File: config.mk
export PLATFORM = sky130hd
export DESIGN_NAME = mem_wb
export DESIGN_NICKNAME = d
export VERILOG_FILES = /design/src/rtl/mem_wb.sv
export SDC_FILE = /design/constraint.sdc
export NUM_CORES = 1
export LEC_CHECK = 0
export BUFFER_PORTS_ARGS = -buffer_cell sky130_fd_sc_hd__buf_2
export CORE_AREA = 2 2 71 73
export CTS_BUF_LIST = sky130_fd_sc_hd__clkbuf_2 sky130_fd_sc_hd__clkbuf_4 sky130_fd_sc_hd__clkbuf_8
export DETAILED_ROUTE_END_ITERATION = 7
export DIE_AREA = 0 0 73 75
export GPL_ROUTABILITY_DRIVEN = 0
export GPL_TIMING_DRIVEN = 0
export PLACE_DENSITY = 0.78
export SLEW_MARGIN = 15
export SYNTH_ARGS = -nofsm -noshare
export SYNTH_HDL_FRONTEND = slang
export SYNTH_SLANG_ARGS = --single-unit
export TNS_END_PERCENT = 30
File: constraint.sdc
create_clock -name clk -period 0.8 [get_ports clk]
set_clock_uncertainty 0.2 [all_clocks]
set_input_delay 0.08 -clock clk [delete_from_list [all_inputs] [get_ports clk]]
set_output_delay 0.08 -clock clk [all_outputs]
set_load 0.05 [all_outputs]
File: src/rtl/mem_wb.sv
// -----------------------------------------------------------------------------
// mem_wb
//
// MEM/WB pipeline register of the five-stage MIPS core. Every rising clock
// edge captures the data-memory read word, the ALU result, the destination
// register number and the two write-back control bits. These values then
// feed the write-back mux, the register file and the forwarding unit for the
// following cycle. This is a pure register stage: no input reaches an output
// combinationally, and there is no enable or stall.
//
// Reset (rst, asynchronous, active-low) clears every output at once. The
// all-zero state is a bubble: with Regwriteout2 = 0, the register file is
// not written.
//
// Parameters:
//   DATA_W      width of the memory-read and ALU-result paths
//   REG_ADDR_W  width of the destination register number
//
// Ports:
//   clk           in   pipeline clock, rising-edge capture
//   rst           in   asynchronous reset, active-low
//   memrdatain    in   word read from data memory
//   ALUresultin   in   ALU result / address carried through MEM
//   rt_rddin      in   destination register number (rt or rd)
//   MemtoRegin2   in   WB mux select (1 = memory data, 0 = ALU result)
//   Regwritein2   in   register-file write enable
//   memrdataout   out  registered memrdatain
//   ALUresultout  out  registered ALUresultin
//   rt_rddout     out  registered rt_rddin
//   MemtoRegout2  out  registered MemtoRegin2
//   Regwriteout2  out  registered Regwritein2 (see macro below)
//
// Build option:
//   MEM_WB_ZERO_DEST_SUPPRESS_EN
//     When defined, a write aimed at register 0 is dropped at capture time.
//     Regwriteout2 is then registered as 0 whenever rt_rddin == 0, so the
//     forwarding unit never sees $zero as a producer. When undefined,
//     Regwriteout2 is a plain copy of Regwritein2.
// -----------------------------------------------------------------------------
module mem_wb #(
   parameter int DATA_W     = 32,
   parameter int REG_ADDR_W = 5
) (
   input  logic                  clk,
   input  logic                  rst,
   input  logic [DATA_W-1:0]     memrdatain,
   input  logic [DATA_W-1:0]     ALUresultin,
   input  logic [REG_ADDR_W-1:0] rt_rddin,
   input  logic                  MemtoRegin2,
   input  logic                  Regwritein2,
   output logic [DATA_W-1:0]     memrdataout,
   output logic [DATA_W-1:0]     ALUresultout,
   output logic [REG_ADDR_W-1:0] rt_rddout,
   output logic                  MemtoRegout2,
   output logic                  Regwriteout2
);

   // Write enable as it should leave the stage, given the destination.
   function automatic logic wb_write_en(input logic [REG_ADDR_W-1:0] dest,
                                        input logic                  wr_en);
`ifdef MEM_WB_ZERO_DEST_SUPPRESS_EN
      // $zero is hard-wired; a write to it must not look like a producer.
      return wr_en & (dest != '0);
`else
      // Unused when suppression is off; reference it so every build stays
      // free of unused-argument warnings.
      return wr_en | (1'b0 & (&dest));
`endif
   endfunction

   logic [DATA_W-1:0]     mem_rdata_p1;
   logic [DATA_W-1:0]     alu_result_p1;
   logic [REG_ADDR_W-1:0] dest_reg_p1;
   logic                  mem_to_reg_p1;
   logic                  reg_write_p1;

   // ---- MEM -> WB boundary -------------------------------------------------
   // The data fields are cleared too, so a reset yields a clean bubble on
   // every output rather than stale data behind a zero write enable.
   always_ff @(posedge clk or negedge rst) begin
      if (!rst) begin
         mem_rdata_p1  <= '0;
         alu_result_p1 <= '0;
         dest_reg_p1   <= '0;
         mem_to_reg_p1 <= 1'b0;
         reg_write_p1  <= 1'b0;
      end else begin
         mem_rdata_p1  <= memrdatain;
         alu_result_p1 <= ALUresultin;
         dest_reg_p1   <= rt_rddin;
         mem_to_reg_p1 <= MemtoRegin2;
         reg_write_p1  <= wb_write_en(rt_rddin, Regwritein2);
      end
   end

   assign memrdataout  = mem_rdata_p1;
   assign ALUresultout = alu_result_p1;
   assign rt_rddout    = dest_reg_p1;
   assign MemtoRegout2 = mem_to_reg_p1;
   assign Regwriteout2 = reg_write_p1;

endmodule

# Yosys cells after proc, flatten, opt, wreduce, memory -nomap -nowiden
# Index checks and enable logic that the tools add are counted.
[word_totals] register_bits=71 out_inout_bits=71 wordCells=5

# Depth between registers and ports, before layout
[depth] word_depth=0 mapped_depth=0 mapped_depth_nobuf=0

# Worst setup path before layout
# No wires, ideal clock.
[synth_timing] path_kind="reg-to-output" start="reg alu_result_p1[0] (netlist: ALUresultout[0])" end="out ALUresultout[0]" arrival_time_ns=0.586 required_ns=0.520 setup_slack_ns=-0.066 stages_incl_launch_ff=1 path_buffers=0 cell_sequence="dfrtp_1"
[synth_lines] element="start, declared" line_no="72" rtl="logic [DATA_W-1:0] alu_result_p1;"
[synth_lines] element="start signal, assigned" line_no="89" rtl="alu_result_p1 <= ALUresultin;"
[synth_lines] element="end, declared" line_no="52" rtl="output logic [DATA_W-1:0] ALUresultout,"
# No word-level cell between the ends.

# Worst setup path after layout
[layout_timing] start="reg alu_result_p1[22] (netlist: ALUresultout[22])" end="out ALUresultout[22]"
# No word-level cell between the ends.

==> reports/qor.txt <==
Count of input and output buffers: 143
First-pass GRT wire length: 8940 um
Headroom to the max-slew limit: 74.2%
Wire per inst: 17.0 um
Routed wire length on met3: 723 um
Ranking of synthesized cells by instance count: sky130_fd_sc_hd__dfrtp_1 (71)
Outcome: finished with violations
Highest attainable clock frequency: 851 MHz
Cell types occupying the most area after synthesis: sky130_fd_sc_hd__dfrtp_1 (100%)
Clock net sink count: 71
Longest individual stage delay on the worst path: 0.42 ns
Post-route ant nets: 0
TritonCTS Buffers: 9
Routed wire length: 6050 um
Number of inserted diodes: 0
Proportion of synthesized chip area in sequential cells: 100%
Maximum vdd ir drop: 0.00141 V
Worst path top cell family by delay: flip-flops
H-tree depth: 3
Maximum fanout along the worst path: 1
Maximum number of pins on one net before global-route repair: 42
Final Util: 84.6%
Element type at the critical path end: output pin
Via count of the first global-routing pass: 1715
Area leader, netlist: sky130_fd_sc_hd__dfrtp_1
RSZ-0062 raised after global routing: true
Post-placement setup slack: -0.0619 ns
Fin crit share: 147%
Final std cells w/o fill: 356
Clock root buffer: sky130_fd_sc_hd__clkbuf_8
Number of buffers inserted by post-CTS setup repair: 0
Standard-cell row count: 25
Post-Syn Instances: 71
Required time of the critical path: 0.52 ns
Placed cell count: 269
Setup CP Type: reg2out
Number of setup violations in the final report: 71
Clock period minus worst slack: 1.18 ns
Die Outline Area: 0.00548 mm^2
Proportion of synthesized flip-flops having asynchronous set or reset: 100%
Area of the placeable core: 0.00466 mm^2
DIE WIDTH: 73 um
Multi-input gates: 0
Net total in the final layout: 370
Count of buffering cells on the critical path with inverters included: 1
Count leader, synth: sky130_fd_sc_hd__dfrtp_1
P per Cell Area: 2040 mW/mm^2
Number of buffers added to fix hold violations after cts: 71
Initial antenna violation count: 0
Syn avg cell area: 25.0 um^2
Number of DRC violations after detailed routing: 0
Effective utilization at floorplan: 38.1%
Global route overflow: 0
Leakage Power: 1.93 nW
Violation count after the first detailed-route iteration: 54
Syn Nets: 144
Global-route usage over all layers: 23.2%
Die outline height: 75 um
I/O pins: 144
Number of hold-slack violations in the final timing report: 71
Critical path's slowest cell: sky130_fd_sc_hd__dfrtp_2
Clock slew at the register clock pins of the worst setup and hold paths: 0.07 ns
Count of synthesis-stage warnings from yosys: 0
Pins Over Slew Limit: 0
Number of synthesized register bits: 71
Path category of the worst min-delay check: in2async
Via-to-Cell Ratio: 4.32
Worst slew pin tran: 0.388 ns
Max cap viols: 0
Launching element type of the critical path: register
Share of the synthesized area in the top cell type: 100%
Fraction of layout instances using a drive strength above 1: 59.9%
Final worst slack: -0.376 ns
Clock tree from TritonCTS: done
Top routing layer in use: met4
Number of buffers between clock root and the deepest sink: 2
Mapped cell area: 0.00178 mm^2
Total via count after detailed routing: 1539
Design Power: 8.06 mW
CP cell instances: buf_6
First drt pass iteration count: 5
Top FF cell, synth: sky130_fd_sc_hd__dfrtp_1
Area of the multi-input gates: 0 um^2
Number of library cell types mapped by synthesis: 1
Synth-to-Final Area Change: 122%
Met1 wire length: 2310 um
Wire length on met2: 2930 um
Number of enable flip-flop cells after synthesis: 0
Violated checks: negative hold slack, negative setup slack
Data arrival, critical path: 0.90 ns
Hold_ws: -0.529 ns
-- layout by cell type, fill, tap and decap left out --
master | netlist | layout
sky130_fd_sc_hd__clkbuf_4 | 0 | 1
sky130_fd_sc_hd__clkbuf_8 | 0 | 11
sky130_fd_sc_hd__buf_6 | 0 | 71
sky130_fd_sc_hd__buf_12 | 0 | 1
sky130_fd_sc_hd__buf_4 | 0 | 1
sky130_fd_sc_hd__clkinv_2 | 0 | 4
sky130_fd_sc_hd__dfrtp_1 | 71 | 50
sky130_fd_sc_hd__buf_2 | 0 | 71
sky130_fd_sc_hd__dfrtp_2 | 0 | 21
sky130_fd_sc_hd__dlygate4sd3_1 | 0 | 71
-- repair_timing --
item	CTS	global route
endpoints found under the setup margin	71	71
resized for setup	142	0
hold endpoints to repair	142	71
-- sequential cells by signal (all words and copies together), names as in the netlist --
register / count
ALUresultout: 32
MemtoRegout2: 1
Regwriteout2: 1
memrdataout: 32
rt_rddout: 5
-- report_power, final --
group	total, mW	internal (mW)	switching, mW
Clock	2.53	1.31	1.23
Combinational	1.64	0.710	0.935
Sequential	3.88	3.78	0.0998
Total	8.06	5.80	2.26
-- logic make-up after synthesis --
group,synth area share [%]
flip-flops,100
-- stage by stage --
step	area (um^2)	setup TNS (ns)
finish	3940	-24.67
global route	3940	-27.34
CTS	3940	-25.70
detailed placement	2610	-2.66
global placement	2590	-60.02
floorplan	1800	-3.30
-- cell type report --
class | count | area [um^2]
fillers | 193 | 718
clock buffers | 12 | 159
repair buffers | 215 | 1890
flip-flops and latches | 71 | 1800
clock inverters | 4 | 20.0
well taps | 54 | 67.6
-- per-layer routing --
metal	track usage, %	up-vias
met5	0	-
met4	9.88	0
met3	10.7	11
met2	36.9	120
met1	27.5	739
li1	-	669
-- final timing paths --
kind	start	end	slack, ns	cells past startpoint
max in group asynchronous	rst	memrdataout[21]$_DFF_PN0_	0.38	2
worst min-delay path	rst	ALUresultout[30]$_DFF_PN0_	-0.53	1
worst max-delay path	ALUresultout[22]$_DFF_PN0_	ALUresultout[22]	-0.38	1
min in group clk	memrdatain[8]	memrdataout[8]$_DFF_PN0_	0.18	2
Power figures use the tool's default switching activity.
